$ cat src/rtl/lsu_mem_ctrl.sv
// lsu_mem_ctrl: load/store initiator between the MEM stage and DATA_MEM.
// Accepts one RV32I load/store at a time, drives DATA_MEM's byte-addressed
// port and returns extended load data with a valid/ready response.
// DATA_MEM always writes four bytes, so SB/SH are a read-modify-write.
//
// Ports:
//   clk, rst                 clock, synchronous active-high reset
//   req_valid / req_ready    request handshake (ready only in IDLE)
//   req_store, req_funct3    1 = store; RV32I funct3 selects size/extension
//   req_addr, req_wdata      byte address, store data
//   resp_valid / resp_ready  response handshake, response held until taken
//   resp_rdata, resp_err     extended load data; error flag (no write done)
//   mem_addr, mem_we         DATA_MEM address and write enable
//   mem_wdata, mem_rdata     DATA_MEM write data, combinational read data
module lsu_mem_ctrl #(
    parameter int unsigned MEM_BYTES   = 65536,
    parameter bit          CHECK_ALIGN = 1'b1
) (
    input  logic        clk,
    input  logic        rst,
    input  logic        req_valid,
    output logic        req_ready,
    input  logic        req_store,
    input  logic [2:0]  req_funct3,
    input  logic [31:0] req_addr,
    input  logic [31:0] req_wdata,
    output logic        resp_valid,
    input  logic        resp_ready,
    output logic [31:0] resp_rdata,
    output logic        resp_err,
    output logic [31:0] mem_addr,
    output logic        mem_we,
    output logic [31:0] mem_wdata,
    input  logic [31:0] mem_rdata
);

    typedef enum logic [1:0] {IDLE, READ, WRITE, RESP} state_t;

    state_t      state, state_next;
    logic        store_q;
    logic [2:0]  funct3_q;

    logic [2:0]  size;
    logic        f3_ok;
    logic        misaligned;
    logic        out_of_range;
    logic        req_err;
    logic [32:0] end_addr;

    // Request decode: access size, legality, alignment and range.
    // The end address is 33 bits so addresses near 2^32 cannot wrap into range.
    always_comb begin
        size  = '0;
        f3_ok = 1'b0;
        case (req_funct3)
            3'b000:  begin size = 3'd1; f3_ok = 1'b1;       end
            3'b001:  begin size = 3'd2; f3_ok = 1'b1;       end
            3'b010:  begin size = 3'd4; f3_ok = 1'b1;       end
            3'b100:  begin size = 3'd1; f3_ok = !req_store; end
            3'b101:  begin size = 3'd2; f3_ok = !req_store; end
            default: ;
        endcase
        misaligned   = CHECK_ALIGN &&
                       (((size == 3'd2) && req_addr[0]) ||
                        ((size == 3'd4) && (req_addr[1:0] != 2'b00)));
        end_addr     = {1'b0, req_addr} + {30'b0, size};
        out_of_range = end_addr > 33'(MEM_BYTES);
        req_err      = !f3_ok || misaligned || out_of_range;
    end

    always_ff @(posedge clk) begin
        if (rst) state <= IDLE;
        else     state <= state_next;
    end

    always_comb begin
        state_next = state;
        req_ready  = 1'b0;
        resp_valid = 1'b0;
        mem_we     = 1'b0;
        case (state)
            IDLE: begin
                req_ready = 1'b1;
                if (req_valid) begin
                    if (req_err)
                        state_next = RESP;
                    else if (req_store && (req_funct3[1:0] == 2'b10))
                        state_next = WRITE;
                    else
                        state_next = READ;
                end
            end
            READ:  state_next = store_q ? WRITE : RESP;
            WRITE: begin
                mem_we     = 1'b1;
                state_next = RESP;
            end
            RESP: begin
                resp_valid = 1'b1;
                if (resp_ready) state_next = IDLE;
            end
            default: state_next = IDLE;
        endcase
    end

    // mem_addr is only loaded for legal requests so it keeps its previous value
    // through an error response. mem_wdata doubles as the merge register: it
    // holds the latched store data, and for SB/SH its upper bytes are replaced
    // by the read data during READ.
    always_ff @(posedge clk) begin
        if (rst) begin
            store_q    <= 1'b0;
            funct3_q   <= '0;
            resp_err   <= 1'b0;
            resp_rdata <= '0;
            mem_addr   <= '0;
            mem_wdata  <= '0;
        end else begin
            case (state)
                IDLE: if (req_valid) begin
                    store_q    <= req_store;
                    funct3_q   <= req_funct3;
                    resp_err   <= req_err;
                    resp_rdata <= '0;
                    if (!req_err) begin
                        mem_addr <= req_addr;
                        if (req_store) mem_wdata <= req_wdata;
                    end
                end
                READ: begin
                    if (store_q) begin
                        if (funct3_q[0]) mem_wdata <= {mem_rdata[31:16], mem_wdata[15:0]};
                        else             mem_wdata <= {mem_rdata[31:8],  mem_wdata[7:0]};
                    end else begin
                        case (funct3_q)
                            3'b000:  resp_rdata <= {{24{mem_rdata[7]}},  mem_rdata[7:0]};
                            3'b001:  resp_rdata <= {{16{mem_rdata[15]}}, mem_rdata[15:0]};
                            3'b100:  resp_rdata <= {24'b0, mem_rdata[7:0]};
                            3'b101:  resp_rdata <= {16'b0, mem_rdata[15:0]};
                            default: resp_rdata <= mem_rdata;
                        endcase
                    end
                end
                default: ;
            endcase
        end
    end

endmodule

$ cat config.mk
export PLATFORM = sky130hd
export DESIGN_NAME = lsu_mem_ctrl
export DESIGN_NICKNAME = d
export VERILOG_FILES = /design/src/rtl/lsu_mem_ctrl.sv
export SDC_FILE = /design/constraint.sdc
export NUM_CORES = 1
export LEC_CHECK = 0
export BUFFER_PORTS_ARGS = -buffer_cell sky130_fd_sc_hd__buf_2
export CAP_MARGIN = 5
export CELL_PAD_IN_SITES_DETAIL_PLACEMENT = 0
export CELL_PAD_IN_SITES_GLOBAL_PLACEMENT = 1
export CORE_AREA = 4 4 116 163
export CTS_BUF_LIST = sky130_fd_sc_hd__clkbuf_16
export CTS_CLUSTER_SIZE = 20
export DETAILED_ROUTE_END_ITERATION = 10
export DIE_AREA = 0 0 120 167
export PLACE_DENSITY_LB_ADDON = 0.1
export SLEW_MARGIN = 30
export SYNTH_ARGS = -nofsm -noshare
export SYNTH_HDL_FRONTEND = slang
export SYNTH_SLANG_ARGS = --single-unit
$ cat constraint.sdc
create_clock -name clk -period 4.76 [get_ports clk]
set_input_delay 0.714 -clock clk [delete_from_list [all_inputs] [get_ports clk]]
set_output_delay 0.714 -clock clk [all_outputs]
set_load 0.02 [all_outputs]
==> results of run 1 <==
-- area by class of cell --
cell class | instances | area [um^2]
clock inverter | 7 | 47.5
multi-input combinational | 469 | 2860
antenna | 2 | 5.00
sequential | 103 | 2060
clock buffer | 9 | 225
inverter | 9 | 33.8
timing repair buffer | 216 | 1120
fill | 1876 | 10700
tap | 236 | 295
-- synth_stat cells (all sizes together), types with 4 or more instances --
cell type  number  area (um^2)
o41ai           8         70.1
ha              7         87.6
and3            6         37.5
nor2b           5         31.3
buf            11         78.8
a211oi          4         30.0
o2111ai         6         52.6
a22oi          10         75.1
nand2b          7         43.8
nand3          24          125
xnor2           7         61.3
o22ai          17          106
or4             4         33.8
nor4            7         50.1
dfxtp         103         2060
clkbuf         41          154
a221oi         26          297
inv             9         33.8
nand4          13         81.3
nand2          42          158
o21ai          40          200
a21oi          73          365
nor2           79          297
mux2i           7         70.1
and2           21          131
nor3            7         35.0
o31ai          19          143
-- state kept, by name (all words and copies together), names as in the netlist --
signal,cells
funct3_q,3
resp_err,1
mem_addr,32
store_q,1
resp_rdata,32
state,2
mem_wdata,32
-- kinds of logic after synthesis --
group,synth area share
simple gates,0.214
compound gates,0.284
flops,0.400
buf+inv,0.0517
xor+xnor,0.0153
mux,0.0180
fa+ha+maj,0.0170
-- through the flow --
| step | instances | setup WS, ns | util |
|---|---|---|---|
| floorplan | 633 | 0.460 | - |
| global placement | 1033 | 0.267 | 0.367 |
| detailed placement | 1033 | 0.207 | 0.367 |
| CTS | 1049 | 0.580 | 0.383 |
| global route | 1051 | 0.429 | 0.384 |
| finish | 1051 | 0.589 | 0.384 |
-- critical path: cells and delay by family --
| kind | cells | cell delay (ns) |
|---|---|---|
| AOI/OAI and AO/OA | 4 | 1.05 |
| and+or+nand+nor | 5 | 1.95 |
| adders and majority gates | 1 | 0.29 |
| buffers and inverters | 2 | 0.41 |
-- metal layers --
layer,wire length (um),track usage
met1,7840,0.218
met2,9860,0.337
met3,1030,0.0265
met4,457,0.0763
met5,0,0
-- worst paths after layout --
kind	cells past startpoint	start	end	slack (ns)
setup reg to reg	7	state[1]	resp_rdata[23]	2.14
setup / recovery	12	req_funct3[1]	mem_wdata[9]	0.59
hold / removal	2	resp_rdata[31]	resp_rdata[31]	0.45
hold reg to reg	2	resp_rdata[31]	resp_rdata[31]	0.45
-- where the power goes --
group | leakage [nW] | switching, mW | internal (mW)
logic | 1.78 | 0.823 | 0.380
registers | 0.835 | 0.0889 | 1.00
clock network | 0.134 | 0.350 | 0.356
total | 2.75 | 1.26 | 1.74
==> key figures, run 1 <==
Worst setup path
  • Crit path DAT: 4.42 ns
  • CP max stage delay: 0.65 ns
  • Most used cell, CP: or4_1
  • WP data required: 5.01 ns
  • CP Launch Type: input port
  • Crit path cell chain: buf_2 > nor3b_1 > ha_1 > o211ai_1 > or4_1 > or4_1 > a21oi_1 > nand4_1 > or3_1 > buf_4 > a2111o_1 > a221oi_1
  • Critical-path maximum fanout: 27
  • Crit path max-delay cell type: or4_1
  • Critical path class: input port to flip-flop
  • CP endpoint kind: flip-flop

Cells and area
  • Commonest non-fill, non-tap cell in the layout: buf_2
  • Final instance area: 0.00665 mm^2
  • Most frequent cells in the layout: buf_2 (202), dfxtp_1 (103), nor2_1 (78)
  • Layout cell share with drive strength beyond 1: 0.316
  • Synth-to-Final Area Change: 29.1%
  • Nets@finish: 919

Drt
  • Remaining DRCs: 0
  • 1st-iter DRT viols: 253
  • Final wirelength: 19200 um
  • Antenna-violating nets left: 0
  • DR vias: 5507
  • Routed vias/inst: 5.24
  • Wire per inst: 18.3 um
  • DR pass1 iterations: 5

Power and ir drop
  • Maximum VDD drop: 0.000141 V
  • Static leakage: 2.75 nW
  • Pwr Density: 451 mW/mm^2
  • Overall power: 3.00 mW

Synth
  • Sequential cell area fraction in the yosys report: 0.400
  • EDFF count, synth: 0
  • Cell Area, Synth: 0.00515 mm^2
  • Top_reg_cell synth: dfxtp_1
  • Post-Syn Instances: 633
  • Warning count from the yosys run: 0
  • Synth async-reset ratio: 0
  • Syn nets: 744
  • Synth unique cells: 51
  • #FFs+latches synth: 103
  • Post-Syn Area per Cell: 8.14 um^2

Min path
  • Worst min path class: flip-flop to flip-flop

Clock tree
  • Post-cts sizing count: 0
  • Worst-path clk slew: 0.07 ns
  • Clk sinks: 103
  • Post-CTS Hold Buffers: 0
  • Total CTS buffers: 9
  • Clk_lat worst skew: 0.35 ns
  • CTS tree: done
  • Clock Tree Root: clkbuf_16
  • Clock Path Buffers: 2
  • Postcts setup bufs: 0
  • H-tree Lvls: 3

Timing
  • Clk_skew: 0.00609 ns
  • Tmin final: 4.17 ns
  • Slew HR: 0.445
  • Max frequency: 0.240 GHz
  • Max Slew Vio Count: 0
  • Fin crit share: 0.876
  • # setup viols final: 0
  • Post-Route Setup TNS: 0 ns
  • Least-Margin Pin Slew: 0.833 ns
  • Final Hold Vio Count: 0
  • RSZ-0062 raised after global routing: false
  • Worst hold slack: 0.450 ns

Die
  • Die X: 120 um
  • I/O pins: 204
  • Die height: 167 um
  • Die ar.: 0.0200 mm^2
  • Core ar.: 0.0173 mm^2
  • Row Count: 57
  • Initial Util: 0.297

Placement
  • Cell Area, Placed: 0.00636 mm^2
  • Routability Congestion: 0.835
  • HPWL Detailed: 14700 um
  • Count of input and output buffers: 203

Global route
  • Vias in the first global route: 5565
  • Total GRT Usage: 0.186
  • Global route total overflow: 0
  • First-pass GRT wire length: 29900 um
  • Largest net degree at the start of global routing: 89
  • Initial antenna violation count: 2

Run status
  • Status: finished, final reports clean

Run
  • Max Cap Viol: 0
Note: power is estimated with default switching activity, not from simulation.
==> inputs of run 2 (changes only) <==
- CORE_AREA: 4 4 116 163 -> 4 4 141 116
- DIE_AREA: 0 0 120 167 -> 0 0 145 120
==> run 2 against run 1 <==
Net effect:
- global-route usage up 0.74 points
- largest cell class unchanged
- combinational power hardly changed
- highest routed layer unchanged
- total power rose by 1.9%
- via count fell by 0.78%
==> key figures, run 2 (synthesis results as in run 1) <==
Placement
  • Pre-CTS setup slack: 0.121 ns
  • Count of input and output buffers: 203
  • HPWL Detailed: 13000 um
  • Routability Congestion: 0.889
  • Cell Area, Placed: 0.00630 mm^2

Cells and area
  • Commonest non-fill, non-tap cell in the layout: buf_2
  • Multi-input logic area: 0.00286 mm^2
  • Layout cell share with drive strength beyond 1: 0.313
  • FF+latch area: 0.00206 mm^2
  • Fin util: 0.445
  • Top flop regs: mem_addr x32, mem_wdata x32, resp_rdata x32
  • Antenna diodes: 0
  • Most frequent cells in the layout: buf_2 (202), dfxtp_1 (103), nor2_1 (78)
  • Synth-to-Final Area Change: 28.3%
  • Final instance area: 0.00661 mm^2
  • Nets@finish: 918
  • Fill cells: 1540

Drt
  • Final wirelength: 17400 um
  • Antenna-violating nets left: 0
  • Remaining DRCs: 0
  • Routed vias/inst: 5.46
  • DR pass1 iterations: 5
  • 1st-iter DRT viols: 316
  • DR vias: 5464
  • Wire per inst: 17.4 um

Min path
  • Worst min path class: flip-flop to flip-flop
  • Hold Crit Depth: 2

Worst setup path
  • Critical path class: input port to flip-flop
  • CP Launch Type: input port
  • CP endpoint kind: flip-flop
  • Crit path DAT: 4.54 ns
  • Critical-path maximum fanout: 27
  • R2R cell count: 8
  • WP data required: 5.00 ns

Global route
  • Total GRT Usage: 0.194
  • Global route total overflow: 0
  • Largest net degree at the start of global routing: 57
  • First-pass GRT wire length: 27800 um
  • Initial antenna violation count: 0
  • Vias in the first global route: 5140

Timing
  • RSZ-0062 raised after global routing: false
  • Worst hold slack: 0.450 ns
  • Final Hold Vio Count: 0
  • Slew HR: 0.459
  • Max Slew Vio Count: 0
  • Max frequency: 0.232 GHz
  • Fin worst setup slack: 0.453 ns
  • Fin crit share: 0.905
  • Post-Route Setup TNS: 0 ns
  • Clk_skew: 0.00635 ns
  • Tmin final: 4.31 ns
  • Least-Margin Pin Slew: 0.808 ns
  • # setup viols final: 0

Run status
  • Status: finished, final reports clean

Clock tree
  • Postcts setup bufs: 0
  • Post-cts sizing count: 0
  • H-tree Lvls: 3
  • Clock Path Buffers: 2
  • Total CTS buffers: 9
  • Clk sinks: 103
  • Post-CTS Hold Buffers: 0
  • Clk_lat worst skew: 0.34 ns
  • CTS tree: done
  • Clock Tree Root: clkbuf_16
  • Worst-path clk slew: 0.07 ns

Power and ir drop
  • Static leakage: 2.77 nW
  • Maximum VDD drop: 0.000211 V
  • Pwr Density: 462 mW/mm^2

Die
  • Row Count: 40
  • Die height: 120 um
  • I/O pins: 204
  • Core ar.: 0.0149 mm^2
  • Die X: 145 um
  • Die ar.: 0.0174 mm^2
  • Initial Util: 0.347

Run
  • Max Cap Viol: 0
[run 2: changes by cell type in the layout (fill, tap and decap cells not counted), sizes merged]
cell	change
diode	-2
bufinv	+2
inv	-2
clkinvlp	-1
buf	-1
[run 2: critical path, cell delays in order]
cell and delay [ns]:
buf_2 0.14, nor3b_1 0.15, ha_1 0.41, o211ai_1 0.15, or4_1 0.65, or4_1 0.57
a21oi_1 0.14, nand4_1 0.17, or3_1 0.41, buf_4 0.25, a2111o_1 0.46, a221oi_1 0.34
[run 2: power breakdown]
group	leakage, nW	internal [mW]	switching (mW)
registers	0.835	1.00	0.0875
logic	1.78	0.379	0.806
clock network	0.153	0.457	0.324
total	2.77	1.84	1.22
[run 2: final cells by class]
class                      instances  area share
tap                              189      0.0358
multi-input combinational        469       0.433
clock buffer                       9      0.0341
inverter                           9     0.00511
clock inverter                     6      0.0131
sequential                       103       0.312
timing repair buffer             215       0.168
[run 2: path summary, 6_finish.rpt]
kind	from	endpoint	slack, ns
min reg2reg	resp_rdata[17]	resp_rdata[17]	0.45
max reg2reg	state[1]	resp_rdata[24]	1.77
max	req_funct3[1]	mem_wdata[10]	0.45
min	resp_rdata[17]	resp_rdata[17]	0.45
[run 2: routing by layer]
| metal | part of all wire | wire [um] | vias up | track usage |
|---|---|---|---|---|
| li1 | - | - | 2690 | - |
| met1 | 0.47 | 8220 | 2555 | 0.277 |
| met2 | 0.43 | 7560 | 203 | 0.285 |
| met3 | 0.081 | 1410 | 16 | 0.0589 |
| met4 | 0.011 | 193 | 0 | 0.0481 |
| met5 | 0 | 0 | - | 0 |
[run 2: through the flow]
step	power (mW)	instances
after floorplan	1.89	633
after global placement	2.29	985
after detailed placement	2.30	985
after CTS	3.09	1000
after global routing	3.26	1000
final	3.06	1000
==> inputs of run 3 (changes only) <==
- CTS_BUF_LIST: sky130_fd_sc_hd__clkbuf_16 -> sky130_fd_sc_hd__clkbuf_2
==> run 3 against run 2 <==
Net effect:
- worst setup slack better by 0.29 ns
- non-clock buffer count stayed put
- via count is 0.92% higher
- count of clock-buffer cells in the layout stayed put
- first-iteration DRC count is 17% higher
- clock skew is 0.024 ns higher
- sequential power hardly changed
- combinational power hardly changed
- largest cell class unchanged
==> key figures, run 3 (synthesis results as in run 1) <==
Run status
  • Status: finished, final reports clean

Timing
  • RSZ-0062 raised after global routing: false
  • Final Hold Vio Count: 0
  • Worst hold slack: 0.329 ns
  • # setup viols final: 0
  • Max Slew Vio Count: 0
  • Tmin final: 4.02 ns
  • Least-Margin Pin Slew: 0.804 ns
  • Fin crit share: 0.845
  • Max frequency: 0.249 GHz
  • Post-Route Setup TNS: 0 ns
  • Clk_skew: 0.0300 ns
  • Slew HR: 0.462

Drt
  • Remaining DRCs: 0
  • Routed vias/inst: 5.51
  • Final wirelength: 17500 um
  • DR pass1 iterations: 5
  • Antenna-violating nets left: 0
  • DR vias: 5514
  • 1st-iter DRT viols: 370
  • Wire per inst: 17.5 um

Worst setup path
  • CP endpoint kind: flip-flop
  • Critical path class: input port to flip-flop
  • Critical-path maximum fanout: 27
  • Crit path cell chain: buf_2 > nor3b_1 > ha_1 > o211ai_1 > or4_1 > or4_1 > a21oi_1 > nand4_1 > or3_1 > buf_4 > o31ai_4 > buf_4 > a221oi_1
  • WP data required: 5.21 ns
  • CP Launch Type: input port
  • Crit path DAT: 4.47 ns
  • CP max stage delay: 0.64 ns
  • Crit path max-delay cell type: or4_1

Die
  • Die height: 120 um
  • Initial Util: 0.347
  • Row Count: 40
  • Die ar.: 0.0174 mm^2
  • Core ar.: 0.0149 mm^2
  • Die X: 145 um
  • I/O pins: 204

Power and ir drop
  • Combinational power share: 0.432
  • Switching share of power: 0.434
  • Seq pwr share: 0.398
  • Maximum VDD drop: 0.000192 V
  • Static leakage: 2.69 nW
  • Pwr Density: 427 mW/mm^2
  • Clock power share: 0.170
  • Int Pwr: 1.55 mW
  • Sw power: 1.19 mW

Global route
  • Total GRT Usage: 0.193
  • Vias in the first global route: 5147
  • Initial antenna violation count: 0
  • Largest net degree at the start of global routing: 57
  • First-pass GRT wire length: 27700 um
  • Global route total overflow: 0

Run
  • Max Cap Viol: 0

Clock tree
  • Clock Tree Root: clkbuf_2
  • Post-CTS Hold Buffers: 0
  • Clock Path Buffers: 2
  • Total CTS buffers: 9
  • Clk_lat worst skew: 0.59 ns
  • H-tree Lvls: 3
  • Worst-path clk slew: 0.27 ns
  • Post-cts sizing count: 0
  • CTS tree: done
  • Clk sinks: 103
  • Postcts setup bufs: 0

Min path
  • Worst min path class: input port to flip-flop

Cells and area
  • Antenna diodes: 0
  • Nets@finish: 918
  • Synth-to-Final Area Change: 24.8%
  • Most frequent cells in the layout: buf_2 (202), dfxtp_1 (103), nor2_1 (78)
  • Commonest non-fill, non-tap cell in the layout: buf_2
  • Final std cells w/o fill: 1000
  • Top flop regs: mem_addr x32, mem_wdata x32, resp_rdata x32
  • Layout cell share with drive strength beyond 1: 0.313

Placement
  • Routability Congestion: 0.889
  • Cell Count Post-Placement: 985
  • Count of input and output buffers: 203
  • HPWL Detailed: 13000 um
run 3: per-layer routing:
| metal | vias up | GRT usage | share of wire | wire length [um] |
|---|---|---|---|---|
| li1 | 2690 | - | - | - |
| met1 | 2601 | 0.276 | 0.47 | 8250 |
| met2 | 203 | 0.284 | 0.43 | 7590 |
| met3 | 20 | 0.0596 | 0.079 | 1380 |
| met4 | 0 | 0.0499 | 0.013 | 234 |
| met5 | - | 0 | 0 | 0 |
run 3: stage by stage:
| step | total power, mW | area, um^2 | util | setup slack, ns |
|---|---|---|---|---|
| global placement | 2.29 | 6300 | 0.424 | 0.209 |
| floorplan | 1.89 | 5150 | - | 0.460 |
| CTS | 2.78 | 6430 | 0.433 | 0.791 |
| finish | 2.75 | 6430 | 0.433 | 0.740 |
| detailed placement | 2.30 | 6300 | 0.424 | 0.121 |
| global route | 2.94 | 6430 | 0.433 | 0.571 |
run 3: path summary, 6_finish.rpt:
kind	end	cells after the start	slack (ns)	start
min reg2reg	resp_rdata[17]	2	0.47	resp_rdata[17]
min	mem_wdata[6]	3	0.33	req_wdata[6]
max	mem_wdata[10]	13	0.74	req_funct3[1]
max reg2reg	resp_rdata[16]	7	1.74	state[0]
run 3: power by group through the flow:
stage	clock network (mW)	logic, mW	registers (mW)
after detailed placement	0	1.19	1.11
after floorplan	0	0.644	1.25
after global placement	0	1.18	1.11
after global routing	0.520	1.31	1.11
after CTS	0.489	1.20	1.09
final	0.466	1.19	1.09
run 3: area by class of cell:
| class | count | area [um^2] |
|---|---|---|
| clock buffer | 9 | 45.0 |
| clock inverter | 6 | 86.3 |
| fill | 1557 | 8430 |
| inverter | 9 | 33.8 |
| multi-input combinational | 469 | 2860 |
| sequential | 103 | 2060 |
| tap | 189 | 236 |
| timing repair buffer | 215 | 1110 |
run 3: critical path: cells and delay by family:
kind	cells	cell delay (ns)
adders and majority gates	1	0.41
and+or+nand+nor	5	1.94
AOI/OAI and AO/OA	4	0.67
buffers and inverters	3	0.73
